$ cat config.mk
export PLATFORM = sky130hd
export DESIGN_NAME = fwd_hazard_scoreboard
export DESIGN_NICKNAME = d
export VERILOG_FILES = /design/src/rtl/fwd_hazard_scoreboard.sv
export SDC_FILE = /design/constraint.sdc
export NUM_CORES = 1
export LEC_CHECK = 0
export ABC_AREA = 1
export CAP_MARGIN = 40
export CORE_AREA = 2 2 105 107
export CTS_CLUSTER_SIZE = 16
export DETAILED_ROUTE_END_ITERATION = 10
export DIE_AREA = 0 0 107 109
export PLACE_DENSITY = 0.53
export SETUP_SLACK_MARGIN = 0.2
export SLEW_MARGIN = 20
export SYNTH_ARGS = -nofsm -noshare
export SYNTH_HDL_FRONTEND = slang
export SYNTH_SLANG_ARGS = --single-unit
$ cat constraint.sdc
create_clock -name clk -period 4.2 [get_ports clk]
set_input_delay 0.42 -clock clk [delete_from_list [all_inputs] [get_ports clk]]
set_output_delay 0.42 -clock clk [all_outputs]
set_load 0.05 [all_outputs]
$ cat src/rtl/fwd_hazard_scoreboard.sv
// Forwarding / load-use hazard unit: tracks in-flight writers after ID, raises a
// combinational load-use stall and registers per-source EX forward selects.
module fwd_hazard_scoreboard #(
  parameter int REG_AW    = 5,
  parameter int DEPTH     = 3,
  parameter int NUM_SRC   = 2,
  parameter int LOAD_SLOT = 1,
  parameter int CNT_W     = 32
) (
  input  logic                              clk,
  input  logic                              rst,
  input  logic                              hold_i,
  input  logic                              flush_i,
  input  logic                              id_valid_i,
  input  logic [REG_AW-1:0]                 id_rd_i,
  input  logic                              id_regwr_i,
  input  logic                              id_memrd_i,
  input  logic [NUM_SRC*REG_AW-1:0]         id_rs_i,
  input  logic [NUM_SRC-1:0]                id_rs_use_i,
  output logic                              stall_o,
  output logic [NUM_SRC*$clog2(DEPTH)-1:0]  ex_fwd_o,
  output logic [CNT_W-1:0]                  stall_cnt_o
);

  localparam int SEL_W = $clog2(DEPTH);
  // The write-back slot is never a forwarding source (regfile is write-through),
  // so only slots 0..DEPTH-2 carry state.
  localparam int TRK = DEPTH - 1;

  logic [TRK-1:0]                valid_q, valid_d;
  logic [TRK-1:0]                regwr_q, regwr_d;
  logic [TRK-1:0]                memrd_q, memrd_d;
  logic [TRK-1:0][REG_AW-1:0]    rd_q, rd_d;
  logic [NUM_SRC*SEL_W-1:0]      ex_fwd_q, ex_fwd_d;
  logic [CNT_W-1:0]              cnt_q, cnt_d;

  logic [TRK-1:0]                live_s;
  logic [NUM_SRC-1:0][REG_AW-1:0] rs_s;
  logic [NUM_SRC-1:0]            need_s;
  logic [NUM_SRC-1:0]            stall_req_s;
  logic [NUM_SRC-1:0][SEL_W-1:0] sel_s;
  logic                          stall_s;
  logic                          advance_s;

  // Live writers: valid, writing, and not targeting x0.
  always_comb begin
    live_s = '0;
    for (int k = 0; k < TRK; k++) begin
      live_s[k] = valid_q[k] & regwr_q[k] & (rd_q[k] != {REG_AW{1'b0}});
    end
  end

  // Per-source lookup; slots scanned oldest-first so the youngest match overrides.
  always_comb begin
    rs_s        = '0;
    need_s      = '0;
    stall_req_s = '0;
    sel_s       = '0;
    for (int i = 0; i < NUM_SRC; i++) begin
      rs_s[i]   = id_rs_i[i*REG_AW +: REG_AW];
      need_s[i] = id_valid_i & id_rs_use_i[i] & (rs_s[i] != {REG_AW{1'b0}});
      for (int k = TRK - 1; k >= 0; k--) begin
        stall_req_s[i] = (need_s[i] && live_s[k] && (rd_q[k] == rs_s[i]))
                         ? (memrd_q[k] && (k < LOAD_SLOT))
                         : stall_req_s[i];
        sel_s[i]       = (need_s[i] && live_s[k] && (rd_q[k] == rs_s[i]))
                         ? ((memrd_q[k] && (k < LOAD_SLOT)) ? {SEL_W{1'b0}} : SEL_W'(k + 1))
                         : sel_s[i];
      end
    end
  end

  // Stall request; a flushed ID instruction never stalls.
  always_comb begin
    stall_s   = (|stall_req_s) & ~flush_i;
    advance_s = ~stall_s & ~flush_i;
  end

  // Next state: shift the pipeline, insert ID or a bubble, update selects and counter.
  always_comb begin
    valid_d  = valid_q;
    regwr_d  = regwr_q;
    memrd_d  = memrd_q;
    rd_d     = rd_q;
    ex_fwd_d = ex_fwd_q;
    cnt_d    = cnt_q;
    if (hold_i) begin
      cnt_d = cnt_q;
    end else begin
      for (int k = 1; k < TRK; k++) begin
        valid_d[k] = valid_q[k-1];
        regwr_d[k] = regwr_q[k-1];
        memrd_d[k] = memrd_q[k-1];
        rd_d[k]    = rd_q[k-1];
      end
      if (advance_s) begin
        valid_d[0] = id_valid_i;
        regwr_d[0] = id_regwr_i;
        memrd_d[0] = id_memrd_i;
        rd_d[0]    = id_rd_i;
      end else begin
        valid_d[0] = 1'b0;
        regwr_d[0] = 1'b0;
        memrd_d[0] = 1'b0;
        rd_d[0]    = {REG_AW{1'b0}};
      end
      for (int i = 0; i < NUM_SRC; i++) begin
        ex_fwd_d[i*SEL_W +: SEL_W] = advance_s ? sel_s[i] : {SEL_W{1'b0}};
      end
      if (stall_s && (cnt_q != {CNT_W{1'b1}})) begin
        cnt_d = cnt_q + CNT_W'(1);
      end else begin
        cnt_d = cnt_q;
      end
    end
  end

  // State registers with synchronous reset.
  always_ff @(posedge clk) begin
    if (rst) begin
      valid_q  <= '0;
      regwr_q  <= '0;
      memrd_q  <= '0;
      rd_q     <= '0;
      ex_fwd_q <= '0;
      cnt_q    <= '0;
    end else begin
      valid_q  <= valid_d;
      regwr_q  <= regwr_d;
      memrd_q  <= memrd_d;
      rd_q     <= rd_d;
      ex_fwd_q <= ex_fwd_d;
      cnt_q    <= cnt_d;
    end
  end

  assign stall_o     = stall_s;
  assign ex_fwd_o    = ex_fwd_q;
  assign stall_cnt_o = cnt_q;

endmodule

==> results of run 1 <==
kinds of logic after synthesis:
family | count (synthesis) | synth area share, %
flops | 51 | 32.9
compound gates | 47 | 8.23
buf+inv | 80 | 10.6
xor+xnor | 25 | 7.06
simple gates | 292 | 40.8
fa+ha+maj | 1 | 0.403
final timing paths:
path	startpoint	to	slack [ns]	cells past startpoint
setup / recovery	id_rs_i[5]	stall_o	1.03	12
hold / removal	ex_fwd_o[0]$_SDFFE_PP0N_	ex_fwd_o[0]$_SDFFE_PP0N_	0.47	2
setup reg to reg	rd_q[1]$_SDFFE_PP0N_	stall_cnt_o[7]$_SDFFE_PP0P_	1.93	11
hold reg to reg	ex_fwd_o[0]$_SDFFE_PP0N_	ex_fwd_o[0]$_SDFFE_PP0N_	0.47	2
per-stage QoR:
| step | setup WS [ns] | total power, W | instance area, µm² |
|---|---|---|---|
| 2_1_floorplan | 2.03 | 0.000554 | 3100 |
| 5_1_grt | 0.742 | 0.000965 | 3930 |
| 3_5_place_dp | 0.987 | 0.000599 | 3830 |
| 3_3_place_gp | 1.02 | 0.000598 | 3810 |
| 4_1_cts | 0.990 | 0.000939 | 3930 |
| 6_report | 1.03 | 0.000922 | 3930 |
power groups by stage:
stage,registers (W),logic (W),clock network (W)
6_report,0.000497,0.0000903,0.000334
4_1_cts,0.000498,0.0000909,0.000351
5_1_grt,0.000498,0.000102,0.000365
2_1_floorplan,0.000506,0.0000485,0
3_3_place_gp,0.000509,0.0000894,0
3_5_place_dp,0.000509,0.0000902,0
cell usage after synthesis:
cell type and n:
nand2_1 134, nor2_1 92, inv_1 63, dfxtp_1 51, nand3_1 27, a21oi_1 22, xor2_1 17, o21ai_0 16
nand4_1 13, nor3_1 13, xnor2_1 8, clkbuf_1 7, o22ai_1 4, nor2_2 3, buf_4 2, clkinv_1 2
inv_2 2, nand3_2 2, nand4_4 2, nor2_4 2, o21bai_1 2, a21oi_2 1, buf_1 1, buf_2 1
buf_6 1, buf_8 1, ha_1 1, nand2_2 1, nand3b_1 1, nor3_2 1, nor3b_1 1, o2111ai_1 1
o211ai_1 1
per-layer routing:
layer  up-vias  GRT usage [%]  routed length [µm]
met3         5           2.99                 327
met1      1409           20.6                4170
li1       1663              -                   -
met2        56           28.1                4200
met4         0           3.62                  85
met5         -              0                   0
sequential cells by signal, summed over array words and instances (netlist names):
name and flops:
ex_fwd_o 4, memrd_q 1, stall_cnt_o 32, rd_q 10, regwr_q 2, valid_q 2
worst min-delay path, cell delays in order, from the launching register on:
cell and delay, ns:
dfxtp_1 0.32, nand2_1 0.05, a21oi_1 0.05
layout make-up:
class / count / area, µm² / share of cell area [%]
Timing Repair Buffer: 63 / 631 / 16.0
Inverter: 67 / 251 / 6.40
Clock buffer: 6 / 72.6 / 1.85
Multi-Input combinational cell: 365 / 1750 / 44.5
Tap cell: 140 / 175 / 4.45
Sequential cell: 51 / 1020 / 26.0
Clock inverter: 1 / 30.0 / 0.764
==> results.toml, run 1 <==
[outcome]
status = "completed"

[placed_design]
gp_congestion = 0.821
detailed_place_hpwl_mm = 6.60
dp_cells = 686
io_buffers = 60

[yosys]
synthCells = 496
syn_area_mm2 = 0.00310
yosysUniqueCellTypes = 33
synth_top_area_cell = "dfxtp_1"
synth_nets = 521
yosysTopAreaCellShare_pct = 32.9
avgSynthCellArea_um2 = 6.25
synth_area_leaders = "dfxtp_1, nand2_1, nor2_1"
synth_warnings = 0
synth.yosys.seq_area_share_pct = 32.9
yosys_register_bits = 51

[power]
seqPwrFrac_pct = 53.9
p_sw_share_pct = 23.6
p_int_w = 0.000705
ir_drop_v = 0.000122
clockPowerShare_pct = 36.3
leakagePower_nw = 1.63
power_density_mw_per_mm2 = 234
power_frac_comb_pct = 9.8
total_switching_power_w = 0.000217

[clocking]
cts_setup_buffers = 0
numCtsBuffers = 5
clkTransAtPathRegs_ns = 0.09
cts.path.max_buffers = 2
clock-root-buffer = "clkbuf_8"
cts_sinks = 51
postCtsHoldBufs = 0
cts_max_level = 2
cts_tree = "built"
clk_latency_ns = 0.31
cts_resized = 0

[layout]
stdcell_count = 693
n_antenna_cell = 0
drive_above_1_share_pct = 4.16
area_delta_synth_final_pct = 26.8
final_common_cell = "nand2_1"
final_util_pct = 37.1
layout_common_cells = "nand2_1, nor2_1, inv_1, clkdlybuf4s50_1, dfxtp_1"
fin_nets = 578
fill_cells = 1151

[routing]
drc = 0
first_iter_violations = 97
detail_route.wl_per_cell_um = 12.7
wl_mm = 8.79
vias = 3133
drtAntennaViolNets = 0
via_per_inst = 4.52
firstDrtPassIters = 4

[timing]
final.min_clock_period_ns = 3.17
hold_viol_final = 0
max_slew.worst_pin.slew_ns = 0.639
max_freq_ghz = 0.315
rsz0062_at_grt = "false"
slew_violations = 0
hold_slack_ns = 0.471
finalSetupViolCount = 0
fin_worst_skew_ns = 0.00877
timing.setup.tns_ns = 0
slew_headroom_pct = 57.3
fin_crit_sh_pct = 75.5

[global_route]
grt_overflow = 0
grt_max_degree = 38
antenna_found_initial = 0
grt_pass1_wl_mm = 15.0
track_usage_pct = 16.1
grt_pass1_vias = 3055

[floorplanning]
die_area_mm2 = 0.0117
core-area_mm2 = 0.0106
chipHeight_um = 109
io_pins = 61
initial_core_util_pct = 29.2
die_width_um = 107
rows = 38

[run]
cap_violations = 0

[critical_path]
critPathKind = "input pin to primary output"
crit_required_ns = 3.78
path_buf_inv = 4
crit_arrival_ns = 2.75
worstPathMaxFanout = 11
crit_family = "buffers and inverters"
cp-start-kind = "input pin"
cpPeakStageDelay_ns = 0.79
crit_path_end_kind = "primary output"
path_cells = "clkdlybuf4s50_1 -> inv_1 -> nand2_1 -> nand2_1 -> nor2_1 -> nand2_1 -> nor2_1 -> nand3_1 -> nand2_2 -> nand2_1 -> inv_1 -> clkdlybuf4s50_1"
slowest_stage = "clkdlybuf4s50_1"
crit_path_frequent_cell = "nand2_1"

[hold_path]
holdCritPathClass = "flop to flop"
(Power assumes the default switching activity.)
==> run 2, diff against run 1 <==
--- a/config.mk
+++ b/config.mk
@@ -11,7 +11,7 @@
 export CTS_CLUSTER_SIZE = 16
 export DETAILED_ROUTE_END_ITERATION = 10
 export DIE_AREA = 0 0 107 109
-export PLACE_DENSITY = 0.53
+export PLACE_DENSITY = 0.54
 export SETUP_SLACK_MARGIN = 0.2
 export SLEW_MARGIN = 20
 export SYNTH_ARGS = -nofsm -noshare
==> constraint.sdc (replaced) <==
create_clock -name clk -period 2.8 [get_ports clk]
set_input_delay 0.28 -clock clk [delete_from_list [all_inputs] [get_ports clk]]
set_output_delay 0.28 -clock clk [all_outputs]
set_load 0.05 [all_outputs]
==> run 2 against run 1 <==
Effect of this change: die area stayed put; via count fell by 0.93%; routed wire length down 2.2%; critical endpoint unchanged; final cell count grew 0.43%; clock skew shrank 0.0015 ns; critical path depth did not move; hold slack worse by 0.0049 ns; register-to-register slack got worse by 1.3 ns; non-clock buffer count up 3; sequential share of layout area fell by 0.25 points; flip-flop and latch count did not move.
==> results.toml, run 2 (synthesis gave the netlist of run 1 again) <==
[placed_design]
detailed_place_hpwl_mm = 6.67
gp_congestion = 0.832
post-place-ws_ns = 0.317
io_buffers = 60

[critical_path]
crit_required_ns = 2.52
path_buf_inv = 4
endpoint = "stall_o"
worstPathMaxFanout = 11
path_cells = "clkdlybuf4s50_1 -> inv_1 -> nand2_1 -> nand2_1 -> nor2_1 -> nand2_1 -> nor2_1 -> nand3_1 -> nand2_2 -> nand2_1 -> inv_1 -> buf_12"
worst-path-stages = 12
r2r_slack_ns = 0.63
r2r_cells = 10
crit_family = "simple AND/OR/NAND/NOR gates"
rr_startpoint = "stall_cnt_o[0]$_SDFFE_PP0P_"
cp-start-kind = "input pin"
crit_arrival_ns = 2.01
crit_path_frequent_cell = "nand2_1"
critPathKind = "input pin to primary output"
crit_path_end_kind = "primary output"
timing.rr.end = "stall_cnt_o[31]$_SDFFE_PP0P_"
slowest_stage = "clkdlybuf4s50_1"
startpoint = "id_rs_i[5]"
cpPeakStageDelay_ns = 0.52

[floorplanning]
chipHeight_um = 109
io_pins = 61
die_width_um = 107
die_area_mm2 = 0.0117
initial_core_util_pct = 29.2
rows = 38
core-area_mm2 = 0.0106

[clocking]
postCtsHoldBufs = 0
cts_tree = "built"
clk_latency_ns = 0.29
cts_resized = 0
cts_setup_buffers = 0
cts_sinks = 51
clock-root-buffer = "clkbuf_8"
cts_max_level = 2
cts.path.max_buffers = 2
clkTransAtPathRegs_ns = 0.09
numCtsBuffers = 5

[layout]
area_delta_synth_final_pct = 28.0
drive_above_1_share_pct = 4.86
n_antenna_cell = 0
final_util_pct = 37.4
final_common_cell = "nand2_1"
layout_common_cells = "nand2_1, nor2_1, inv_1, clkdlybuf4s50_1, dfxtp_1"
multi_input_area_mm2 = 0.00175
regArea_mm2 = 0.00102
largest_reg_flops = 32
fill_cells = 1181
fin_nets = 581

[routing]
wl_met3_um = 357
drtAntennaViolNets = 0
detail_route.wl_per_cell_um = 12.3
wl_met2_mm = 3.99
first_iter_violations = 103
top_layer_used = "met4"
met1Wirelength_mm = 4.11
via_per_inst = 4.46
wl_mm = 8.59
drc = 0
firstDrtPassIters = 5
vias = 3104

[timing]
rsz0062_at_grt = "false"
fin_crit_sh_pct = 81.8
hold_slack_ns = 0.466
final.min_clock_period_ns = 2.29
max_freq_ghz = 0.436
fin_worst_skew_ns = 0.00726
slew_headroom_pct = 62.5
timing.setup.tns_ns = 0
hold_viol_final = 0
max_slew.worst_pin.slew_ns = 0.562
fin_ws_ns = 0.508
finalSetupViolCount = 0
slew_violations = 0

[global_route]
grt_pass1_vias = 3020
antenna_found_initial = 0
grt_pass1_wl_mm = 14.3
grt_overflow = 0
track_usage_pct = 15.4
grt_max_degree = 30

[power]
leakagePower_nw = 1.65
power_density_mw_per_mm2 = 348
ir_drop_v = 0.000160

[hold_path]
min_from = "ex_fwd_o[1]$_SDFFE_PP0N_"
holdCritPathClass = "flop to flop"

[outcome]
status = "completed"

[run]
cap_violations = 0
-- run 2: how the worst min path moves through the flow --
stage	end	slack, ns	cells past startpoint
after floorplan	regwr_q[0]$_SDFFE_PP0N_	0.44	2
after global placement	ex_fwd_o[3]$_SDFFE_PP0N_	0.46	2
after detailed placement	ex_fwd_o[1]$_SDFFE_PP0N_	0.46	2
after CTS	ex_fwd_o[1]$_SDFFE_PP0N_	0.47	2
after global routing	valid_q[0]$_SDFFE_PP0N_	0.50	2
final	ex_fwd_o[1]$_SDFFE_PP0N_	0.47	2
-- run 2: power breakdown --
part | total (W) | internal [W] | switching, W
combinational | 0.000137 | 0.0000618 | 0.0000749
clock | 0.000498 | 0.000262 | 0.000236
sequential | 0.000745 | 0.000735 | 0.0000104
-- run 2: cell type report --
class                   instances  share of cell area, %
clock inverters                 1                  0.756
repair buffers                 66                   16.8
flip-flops and latches         51                   25.7
well taps                     140                   4.41
clock buffers                   6                   1.83
multi-input cells             365                   44.1
inverters                      67                   6.33
-- run 2: tightest hold or removal path: stages, from the launching register on --
cell	delay (ns)
dfxtp_1	0.32
nand2_1	0.06
a21oi_1	0.05
-- run 2: routing by layer --
metal | track usage (%) | vias to the layer above
met5 | 0 | -
met4 | 4.08 | 0
met3 | 2.87 | 12
met2 | 26.7 | 62
met1 | 19.7 | 1359
li1 | - | 1671
-- run 2: stage by stage --
step | cell area, µm² | power [W] | cells
CTS | 3970 | 0.00140 | 696
global placement | 3870 | 0.000899 | 689
detailed placement | 3870 | 0.000899 | 689
floorplan | 3100 | 0.000831 | 496
global route | 3970 | 0.00146 | 696
finish | 3970 | 0.00138 | 696
==> run 3, diff against run 2 <==
--- a/config.mk
+++ b/config.mk
@@ -11,7 +11,7 @@
 export CTS_CLUSTER_SIZE = 16
 export DETAILED_ROUTE_END_ITERATION = 10
 export DIE_AREA = 0 0 107 109
-export PLACE_DENSITY = 0.54
+export PLACE_DENSITY = 0.53
 export SETUP_SLACK_MARGIN = 0.2
 export SLEW_MARGIN = 20
 export SYNTH_ARGS = -nofsm -noshare
==> constraint.sdc (replaced) <==
create_clock -name clk -period 2.3 [get_ports clk]
set_input_delay 0.23 -clock clk [delete_from_list [all_inputs] [get_ports clk]]
set_output_delay 0.23 -clock clk [all_outputs]
set_load 0.05 [all_outputs]
==> run 3 against run 2 <==
Effect of this change: clock-buffer cell count rose by 1; global-route usage rose by 0.29 points; hold slack got worse by 0.0021 ns; die area did not move; largest power group unchanged; critical path type unchanged.
==> results.toml, run 3 (synthesis gave the netlist of run 1 again) <==
[outcome]
status = "completed"

[power]
leakagePower_nw = 1.72
power_density_mw_per_mm2 = 390
ir_drop_v = 0.000187

[routing]
detail_route.wl_per_cell_um = 12.8
vias = 3190
drtAntennaViolNets = 0
drc = 0
via_per_inst = 4.54
first_iter_violations = 133
firstDrtPassIters = 4
wl_mm = 8.95

[placed_design]
gp_congestion = 0.882
place_area_mm2 = 0.00388
io_buffers = 60
post-place-ws_ns = 0.0311
detailed_place_hpwl_mm = 6.49

[floorplanning]
rows = 38
core-area_mm2 = 0.0106
chipHeight_um = 109
die_area_mm2 = 0.0117
initial_core_util_pct = 29.2
die_width_um = 107
io_pins = 61

[global_route]
track_usage_pct = 15.7
grt_overflow = 0
grt_pass1_vias = 3062
grt_max_degree = 38
grt_pass1_wl_mm = 14.8
antenna_found_initial = 0

[layout]
regArea_mm2 = 0.00103
area_delta_synth_final_pct = 31.9
n_antenna_cell = 0
layout_common_cells = "nand2_1, nor2_1, inv_1, clkdlybuf4s50_1, dfxtp_1"
drive_above_1_share_pct = 9.79
fin_nets = 586
fin_area_mm2 = 0.00409
multi_input_area_mm2 = 0.00182
fill_cells = 1134
final_common_cell = "nand2_1"
largest_reg_flops = 32

[critical_path]
timing.rr.end = "stall_cnt_o[7]$_SDFFE_PP0P_"
rr_startpoint = "stall_cnt_o[15]$_SDFFE_PP0P_"
r2r_slack_ns = 0.37
worstPathMaxFanout = 4
endpoint = "stall_o"
crit_arrival_ns = 1.74
startpoint = "id_rs_i[9]"
cp-start-kind = "input pin"
critPathKind = "input pin to primary output"
crit_path_end_kind = "primary output"
crit_required_ns = 2.07
r2r_cells = 10

[timing]
fin_worst_skew_ns = 0.0139
fin_ws_ns = 0.331
rsz0062_at_grt = "false"
final.min_clock_period_ns = 1.97
hold_viol_final = 0
max_freq_ghz = 0.508
slew_headroom_pct = 65.7
finalSetupViolCount = 0
fin_crit_sh_pct = 85.6
slew_violations = 0
timing.setup.tns_ns = 0
max_slew.worst_pin.slew_ns = 0.512

[clocking]
cts_sinks = 51
cts.path.max_buffers = 2
clkTransAtPathRegs_ns = 0.09
clock-root-buffer = "clkbuf_8"
numCtsBuffers = 5
cts_max_level = 2
clk_latency_ns = 0.31
cts_tree = "built"

[hold_path]
min_from = "ex_fwd_o[0]$_SDFFE_PP0N_"
holdCritPathClass = "flop to flop"

[run]
cap_violations = 0
==> run 3: worst max-delay path: stages <==
cell and delay (ns):
clkdlybuf4s50_1 0.57, nand3b_1 0.17, nand2_1 0.09, nor2_2 0.13
nand3_1 0.14, nand2_4 0.09, nand2_1 0.09, inv_2 0.09
buf_12 0.13
==> run 3: power by group <==
| group | internal [W] | switching (W) | total, W |
|---|---|---|---|
| clock network | 0.000215 | 0.000308 | 0.000523 |
| logic | 0.0000736 | 0.0000924 | 0.000166 |
| registers | 0.000895 | 0.0000129 | 0.000908 |
| total | 0.00118 | 0.000413 | 0.00160 |
==> run 3: area by class of cell <==
type,instances,share of cell area (%)
sequential,51,25.2
multi-input combinational,365,44.5
clock inverter,1,0.122
inverter,67,6.15
tap,140,4.28
clock buffer,7,1.87
timing repair buffer,71,17.9
==> run 3: metrics by stage <==
step                hold WS [ns]  cells  util [%]  power, W
floorplan                  0.390    496         -   0.00101
global placement           0.463    690      36.6   0.00109
detailed placement         0.455    690      36.6   0.00109
CTS                        0.469    699      37.5   0.00163
global route               0.507    702      38.6   0.00167
finish                     0.464    702      38.6   0.00160
==> run 3: metal layers <==
layer | track usage, % | vias to the layer above | part of all wire [%] | routed length (µm)
met3 | 2.75 | 7 | 4.2 | 379
li1 | - | 1683 | - | -
met4 | 4.92 | 0 | 1.2 | 104
met5 | 0 | - | 0 | 0
met2 | 26.4 | 79 | 46 | 4120
met1 | 20.5 | 1421 | 49 | 4350
==> run 3: timing repair <==
action	in CTS	in global routing
hold buffers	0	0
setup buffers	1	2
gates cloned	0	1
hold endpoints to repair	0	0
gates resized for setup	3	26
setup endpoints to repair	2	32
pin swaps	1	2
==> run 3: how the worst min path moves through the flow <==
| stage | cells past startpoint | slack, ns | to |
|---|---|---|---|
| after floorplan | 2 | 0.39 | regwr_q[0]$_SDFFE_PP0N_ |
| after global placement | 2 | 0.46 | ex_fwd_o[0]$_SDFFE_PP0N_ |
| after detailed placement | 2 | 0.45 | ex_fwd_o[0]$_SDFFE_PP0N_ |
| after CTS | 2 | 0.47 | ex_fwd_o[0]$_SDFFE_PP0N_ |
| after global routing | 2 | 0.51 | ex_fwd_o[1]$_SDFFE_PP0N_ |
| final | 2 | 0.46 | ex_fwd_o[0]$_SDFFE_PP0N_ |
